<file path="src/rtl/rst_sequencer_if.sv">
// rst_sequencer_if: lock/soft-reset inputs and reset/status outputs of the sequencer
interface rst_sequencer_if;
  logic       LOCKED;
  logic       SOFT_RST;
  logic       RST_OUT;
  logic       RST_N_OUT;
  logic       READY;
  logic [1:0] STATE;
  modport master (output LOCKED, SOFT_RST, input RST_OUT, RST_N_OUT, READY, STATE);
  modport slave (input LOCKED, SOFT_RST, output RST_OUT, RST_N_OUT, READY, STATE);
endinterface

</file>
<file path="src/rtl/rst_sequencer.sv">
// rst_sequencer: synchronises and filters PLL lock, then holds and releases downstream reset
module rst_sequencer #(
  parameter int SYNC_STAGES = 3,
  parameter int LOCK_FILT   = 8,
  parameter int HOLD_CYCLES = 64,
  parameter int CNT_W       = 16
) (
  input logic           C,
  input logic           R,
  rst_sequencer_if.slave io
);
  typedef enum logic [1:0] {WAIT_LOCK = 2'd0, FILTER = 2'd1, HOLD = 2'd2, RUN = 2'd3} state_t;
  localparam logic [CNT_W-1:0] FILT_END = CNT_W'(LOCK_FILT - 1);
  localparam logic [CNT_W-1:0] HOLD_END = CNT_W'(HOLD_CYCLES - 1);
  state_t                 state_q = WAIT_LOCK;
  state_t                 state_d;
  logic [CNT_W-1:0]       cnt_q = '0;
  logic [CNT_W-1:0]       cnt_d;
  logic [SYNC_STAGES-1:0] sync_q = '0;
  logic [SYNC_STAGES-1:0] sync_d;
  logic                   rst_out_q = 1'b1;
  logic                   rst_n_out_q = 1'b0;
  logic                   ready_q = 1'b0;
  logic                   rst_out_d, rst_n_out_d, ready_d;
  logic                   lock_s;
  assign lock_s = sync_q[SYNC_STAGES-1];
  // next-state decode: lock loss beats soft reset beats counter terminal
  always_comb begin
    sync_d = {sync_q[SYNC_STAGES-2:0], io.LOCKED};
    state_d = state_q;
    cnt_d = cnt_q;
    case (state_q)
      WAIT_LOCK: begin
        state_d = lock_s ? FILTER : WAIT_LOCK;
        cnt_d = '0;
      end
      FILTER: begin
        state_d = !lock_s ? WAIT_LOCK : (cnt_q == FILT_END) ? HOLD : FILTER;
        cnt_d = (!lock_s || cnt_q == FILT_END) ? '0 : cnt_q + CNT_W'(1);
      end
      HOLD: begin
        state_d = !lock_s ? WAIT_LOCK : io.SOFT_RST ? HOLD : (cnt_q == HOLD_END) ? RUN : HOLD;
        cnt_d = (!lock_s || io.SOFT_RST || cnt_q == HOLD_END) ? '0 : cnt_q + CNT_W'(1);
      end
      default: begin
        state_d = !lock_s ? WAIT_LOCK : io.SOFT_RST ? HOLD : RUN;
        cnt_d = '0;
      end
    endcase
    rst_out_d = state_d != RUN;
    rst_n_out_d = state_d == RUN;
    ready_d = state_d == RUN;
  end
  // state, counter, synchroniser and outputs all load on the same edge
  always_ff @(posedge C) begin
    if (R) begin
      state_q <= WAIT_LOCK;
      cnt_q <= '0;
      sync_q <= '0;
      rst_out_q <= 1'b1;
      rst_n_out_q <= 1'b0;
      ready_q <= 1'b0;
    end else begin
      state_q <= state_d;
      cnt_q <= cnt_d;
      sync_q <= sync_d;
      rst_out_q <= rst_out_d;
      rst_n_out_q <= rst_n_out_d;
      ready_q <= ready_d;
    end
  end
  assign io.RST_OUT = rst_out_q;
  assign io.RST_N_OUT = rst_n_out_q;
  assign io.READY = ready_q;
  assign io.STATE = state_q;
endmodule

</file>
<file path="src/flat_wrapper.sv">
// flat-port wrapper written by rule: the top's interface ports become plain ports
module rst_sequencer_flat 
#(
  parameter int SYNC_STAGES = 3,
  parameter int LOCK_FILT   = 8,
  parameter int HOLD_CYCLES = 64,
  parameter int CNT_W       = 16
)
  (C, R, io_LOCKED, io_SOFT_RST, io_RST_OUT, io_RST_N_OUT, io_READY, io_STATE);
  rst_sequencer_if io_i ();
  input logic C;
  input logic R;
  input wire logic [$bits(io_i.LOCKED)-1:0] io_LOCKED;
  input wire logic [$bits(io_i.SOFT_RST)-1:0] io_SOFT_RST;
  output wire logic [$bits(io_i.RST_OUT)-1:0] io_RST_OUT;
  output wire logic [$bits(io_i.RST_N_OUT)-1:0] io_RST_N_OUT;
  output wire logic [$bits(io_i.READY)-1:0] io_READY;
  output wire logic [$bits(io_i.STATE)-1:0] io_STATE;
  assign io_i.LOCKED = io_LOCKED;
  assign io_i.SOFT_RST = io_SOFT_RST;
  assign io_RST_OUT = io_i.RST_OUT;
  assign io_RST_N_OUT = io_i.RST_N_OUT;
  assign io_READY = io_i.READY;
  assign io_STATE = io_i.STATE;
  rst_sequencer #(.SYNC_STAGES(SYNC_STAGES), .LOCK_FILT(LOCK_FILT), .HOLD_CYCLES(HOLD_CYCLES), .CNT_W(CNT_W)) u_core (.C(C), .R(R), .io(io_i));
endmodule
</file>
<file path="config.mk">
export PLATFORM = sky130hd
export DESIGN_NAME = rst_sequencer_flat
export DESIGN_NICKNAME = d
export VERILOG_FILES = /design/src/rtl/rst_sequencer_if.sv /design/src/rtl/rst_sequencer.sv /design/src/flat_wrapper.sv
export SDC_FILE = /design/constraint.sdc
export NUM_CORES = 1
export LEC_CHECK = 0
export CAP_MARGIN = 20
export CORE_ASPECT_RATIO = 0.75
export CORE_UTILIZATION = 30
export DETAILED_ROUTE_END_ITERATION = 8
export REMOVE_ABC_BUFFERS = 1
export SYNTH_ARGS = -nofsm -noshare
export SYNTH_HDL_FRONTEND = slang
export SYNTH_SLANG_ARGS = --single-unit
</file>
<file path="constraint.sdc">
create_clock -name C -period 2.4 [get_ports C]
set_clock_uncertainty 0.15 [all_clocks]
set_input_delay 0.36 -clock C [delete_from_list [all_inputs] [get_ports C]]
set_output_delay 0.36 -clock C [all_outputs]
set_load 0.02 [all_outputs]
</file>
==> metrics.md, run 1 <==
| Metric | Value |
|---|---|
| Vias | `877` |
| IO Port Bufs | `8` |
| Antenna cells | `0` |
| FMAX | `0.512 GHz` |
| CTS max path bufs | `2` |
| Worst Path Max Fanout | `9` |
| Relative slew slack | `0.598` |
| Startpoint Class | `flop` |
| Max_cap viols | `0` |
| Worst-skew pair later-pin latency | `260 ps` |
| Rows | `18` |
| Slew @ Worst Pin | `598 ps` |
| CP Capture Type | `flop` |
| Critical path class | `reg2reg` |
| Top-count cell post-synth | `dfxtp_1` |
| Pwr dens | `481 mW/mm²` |
| Chip Height | `55.2 µm` |
| Final Hold Fails | `0` |
| Worst vdd ir | `506 µV` |
| Setup Viol. Count Final | `0` |
| Vias in the first global route | `790` |
| Inserted Clock Buffers | `3` |
| Period utilization | `0.814` |
| WL/cell | `12.0 µm` |
| Post-synth top area cell | `dfxtp_1` |
| Flop-to-flop setup slack | `450 ps` |
| Required time of the critical path | `2400 ps` |
| Sequential fraction of the synthesis area | `0.407` |
| Largest net degree at the start of global routing | `17` |
| Final Max Tran Viols | `0` |
| RSZ-0062 raised after global routing | `no` |
| Fraction of layout cells with a size suffix above 1 | `0.0763` |
| DRT Wirelength | `2.17 mm` |
| Post-synth EDFFs | `0` |
| Cell count after synthesis | `121` |
| PostCTS Resize Cnt | `0` |
| First-pass GRT wire length | `3.66 mm` |
| Die ar. | `0.00403 mm²` |
| Number of setup buffers added after CTS | `0` |
| H-tree levels | `1` |
| Initial antenna violation count | `0` |
| Total clock sinks | `23` |
| Leakage | `0.428 nW` |
| Post-synthesis instance area | `0.00113 mm²` |
| Status | `finished, final reports clean` |
| Top cells by area, synth | `dfxtp_1, xor2_1, nor3_1, ha_1, nand4_1` |
| Ys async rst share | `0` |
| Ys flop type | `dfxtp_1` |
| Synth cell count leaders | `dfxtp_1, nor3_1, xor2_1, nand3_1, nand4_1` |
| Post-CTS Hold Fix Bufs | `0` |
| DP HPWL | `1.62 mm` |
| Core ar. | `0.00345 mm²` |
| FF+latch count, synth | `23` |
| Worst Path Arrival | `1960 ps` |
| Initial Util | `0.329` |
| Synth warnings | `0` |
| 1st-iter DRT viols | `21` |
| 1st-pass router iterations | `4` |
| Syn Area/Cell | `9.36 µm²` |
| Area growth from synthesis to layout | `16.0%` |
| Total gr overflow | `0` |
| Final #Nets | `141` |
| Top cell type's share of synthesized area | `0.407` |
| Number of vias per cell | `4.85` |
| Min Hold Slack | `298 ps` |
| Setup TNS | `0 ps` |
| Die Width | `72.9 µm` |
| Fin crit period | `1950 ps` |
| Synth cell types | `35` |
| Clk root buf | `clkbuf_8` |
| Gpl congestion | `0.829` |
| Total global-route track usage | `0.115` |
| Residual DRC | `0` |
| CTS tree | `done` |
| Hold Crit Class | `reg2reg` |
| # IOs | `9` |
| Worst-path clk slew | `80 ps` |
| Detail Route Antenna Nets | `0` |
worst paths after layout:
path	startpoint	endpoint	depth (start not counted)
hold / removal	u_core.sync_q[1]	u_core.sync_q[2]	1
setup reg to reg	u_core.cnt_q[0]	u_core.io.RST_OUT	5
setup / recovery	u_core.cnt_q[0]	u_core.io.RST_OUT	5
hold reg to reg	u_core.sync_q[1]	u_core.sync_q[2]	1
per-layer routing:
layer	vias to the layer above	global-route usage	wire (µm)	part of all wire
li1	468	-	-	-
met2	9	0.150	827	0.38
met5	-	0	0	0
met1	400	0.189	1280	0.59
met4	0	0.00840	0	0
met3	0	0.0328	62	0.029
critical path, stage by stage, from the launching register on:
cell	delay (ps)
dfxtp_1	360
ha_1	320
and3b_1	220
nor3b_1	150
a311o_1	390
a211o_1	260
sequential cells by signal, indices dropped and copies added (netlist names):
register,flops
u_core.sync_q,3
u_core.io.RST_N_OUT,1
u_core.io.STATE,2
u_core.io.RST_OUT,1
u_core.cnt_q,16
final cells by class:
| class | count | area, µm² |
|---|---|---|
| Fill cell | 344 | 2130 |
| Multi-Input combinational cell | 90 | 632 |
| Tap cell | 50 | 62.6 |
| Sequential cell | 23 | 460 |
| Timing Repair Buffer | 11 | 103 |
| Clock buffer | 4 | 45.0 |
| Inverter | 3 | 11.3 |
cell usage in the layout, fill, tap and decap left out, types with 4 or more instances in the layout:
master / n
and3_1: 4
ha_1: 5
nor2_1: 4
xnor2_1: 4
dfxtp_1: 23
nor2b_1: 4
nand4_1: 6
nor4_1: 4
nand3_1: 7
clkdlybuf4s50_1: 8
xor2_1: 8
nor3_1: 13
nand2_1: 4
power breakdown:
group | internal (mW) | switching (mW)
combinational | 0.00849 | 0.00564
sequential | 0.383 | 0.00103
clock | 0.118 | 0.116
cells by family (layout without fill, tap and decap cells):
logic type                 Yosys count  after routing  share of synthesized area
and+or+nand+nor                     62             62                      0.330
DFF                                 23             23                      0.407
xor gates and xnor gates            12             12                     0.0928
AOI/OAI and AO/OA                   11             11                     0.0796
buffers and inverters                8             18                     0.0354
adders and majority gates            5              5                     0.0552
stage by stage:
stage / power [mW] / util / std cells / instance area, µm² / worst slack, ps
finish: 0.633 / 0.381 / 181 / 1310 / 447
detailed placement: 0.408 / 0.368 / 177 / 1270 / 463
global route: 0.657 / 0.381 / 181 / 1310 / 256
floorplan: 0.399 / - / 116 / 1100 / 462
CTS: 0.640 / 0.381 / 181 / 1310 / 444
global placement: 0.407 / 0.368 / 177 / 1270 / 492
No activity file was read; power rests on OpenSTA's default activity.
==> inputs of run 2 (changes only) <==
Clock period 2.4 ns to 1.6 ns, I/O delays scaled along.
==> run 2 against run 1 <==
The flow now finishes with violations (negative setup slack); clock-buffer cell count decreased by 1; sequential share of layout area fell by 6.8 points; maximum frequency increased by 14%; register-to-register slack worse by 560 ps; via count increased by 22%; final cell count grew 19%; critical path depth grew 1; combinational power grew 81%; clock power is 55% higher; global-route usage is 3.0 points higher; hold slack got worse by 8.5 ps; highest routed layer is now met4.
==> metrics.md, run 2 (synthesis gave the netlist of run 1 again) <==
| Metric | Value |
|---|---|
| Critical path class | `reg2reg` |
| 1st-iter DRT viols | `14` |
| Total gr overflow | `0` |
| Final WS setup | `-110 ps` |
| Crit-path max cell delay | `340 ps` |
| Max reg flops | `16` |
| Post-layout util | `0.485` |
| Relative slew slack | `0.779` |
| CTS max path bufs | `2` |
| Clk root buf | `clkbuf_8` |
| First-pass GRT wire length | `4.57 mm` |
| Setup TNS | `-1540 ps` |
| Pwr dens | `577 mW/mm²` |
| Reg2reg path depth | `6` |
| Initial antenna violation count | `0` |
| Die Width | `72.9 µm` |
| Final Max Tran Viols | `0` |
| Crit path cell chain | `nor4_2, buf_4, nand4_1, a22oi_2, buf_4, nor3b_1` |
| Largest net degree at the start of global routing | `17` |
| Final Hold Fails | `0` |
| Final #Nets | `175` |
| Status | `finished with violations` |
| Most flop-heavy register | `u_core.cnt_q` |
| HP Start | `u_core.sync_q[1]` |
| Worst Path Arrival | `1710 ps` |
| Critical-path top delay cell | `dfxtp_2` |
| Antenna cells | `0` |
| Failing checks | `negative setup slack` |
| End of the critical path | `u_core.cnt_q[1]` |
| DRT Wirelength | `2.75 mm` |
| Worst-path clk slew | `80 ps` |
| Total clock sinks | `23` |
| R2R Path End | `u_core.cnt_q[1]` |
| Residual DRC | `0` |
| # IOs | `9` |
| Die ar. | `0.00403 mm²` |
| Fin crit period | `1710 ps` |
| Post-CTS Hold Fix Bufs | `0` |
| Vias in the first global route | `1,011` |
| Slew @ Worst Pin | `327 ps` |
| Gpl congestion | `0.807` |
| FMAX | `0.585 GHz` |
| Core ar. | `0.00345 mm²` |
| Fraction of layout cells with a size suffix above 1 | `0.394` |
| Worst Path Max Fanout | `4` |
| Number of vias per cell | `4.98` |
| Rows | `18` |
| 1st-pass router iterations | `7` |
| Initial Util | `0.329` |
| Leakage | `0.664 nW` |
| Commonest non-fill, non-tap cell in the layout | `buf_4` |
| Most frequent CP cell | `buf_4` |
| DP HPWL | `1.97 mm` |
| WL/cell | `12.8 µm` |
| Vias | `1,071` |
| Most frequent cells in the layout | `buf_4, dfxtp_1, nor3_1` |
| CTS tree | `done` |
| Pre-CTS WS | `-164 ps` |
| Max_cap viols | `0` |
| Area growth from synthesis to layout | `47.5%` |
| Startpoint Class | `flop` |
| Inserted Clock Buffers | `3` |
| Hold Crit Class | `reg2reg` |
| Flop-to-flop setup slack | `-110 ps` |
| Critical Path Source | `u_core.cnt_q[13]` |
| Total global-route track usage | `0.145` |
| Detail Route Antenna Nets | `0` |
| H-tree levels | `1` |
| Chip Height | `55.2 µm` |
| CP Capture Type | `flop` |
| RSZ-0062 raised after global routing | `yes` |
| Worst-skew pair later-pin latency | `260 ps` |
| IO Port Bufs | `8` |
| Required time of the critical path | `1600 ps` |
| Worst vdd ir | `502 µV` |
| Period utilization | `1.07` |
| Worst reg2reg path startpoint | `u_core.cnt_q[13]` |
| Setup Viol. Count Final | `18` |
run 2: how the worst min path moves through the flow:
| stage | slack, ps | depth (start not counted) | to |
|---|---|---|---|
| CTS | 290 | 1 | u_core.sync_q[1] |
| floorplan | 160 | 1 | u_core.sync_q[0] |
| finish | 290 | 1 | u_core.sync_q[2] |
| detailed placement | 270 | 1 | u_core.sync_q[1] |
| global route | 310 | 1 | u_core.sync_q[2] |
| global placement | 270 | 1 | u_core.sync_q[1] |
run 2: critical path, delay by kind of cell, from the launching register on:
kind                   cells  cell delay [ps]
buffers and inverters      2              360
AOI/OAI and AO/OA          1              310
and+or+nand+nor            3              450
DFF                        1              340
run 2: metrics by stage:
stage          total power [mW]  area, µm²  instances  hold slack (ps)
3_3_place_gp              0.613       1510        209              265
6_report                  0.964       1670        215              289
3_5_place_dp              0.614       1510        209              274
5_1_grt                    1.00       1670        215              311
4_1_cts                   0.972       1640        215              294
2_1_floorplan             0.598       1100        116              162
run 2: timing repair:
item | in CTS | in global routing
hold endpoints to repair | 0 | 0
gates cloned | 1 | 0
gates resized for setup | 25 | 7
endpoints found under the setup margin | 24 | 21
pin swaps | 7 | 5
setup buffers | 1 | 0
run 2: layer usage:
layer  share of wire  vias up  track usage
li1                -      536            -
met1            0.48      508        0.196
met2            0.47       20        0.231
met3           0.030        7       0.0237
met4           0.021        0       0.0532
met5               0        -            0
run 2: final cells by class:
type                    instances  area (µm²)
flip-flops and latches         23         472
repair buffers                 45         372
inverters                       3        11.3
clock inverters                 1        5.00
clock buffers                   3        41.3
well taps                      50        62.6
multi-input cells              90         707
fillers                       320        1780
run 2: where the power goes:
group | total (mW) | internal (mW) | switching (mW)
clock network | 0.362 | 0.174 | 0.188
logic | 0.0255 | 0.0154 | 0.0101
registers | 0.576 | 0.575 | 0.00138
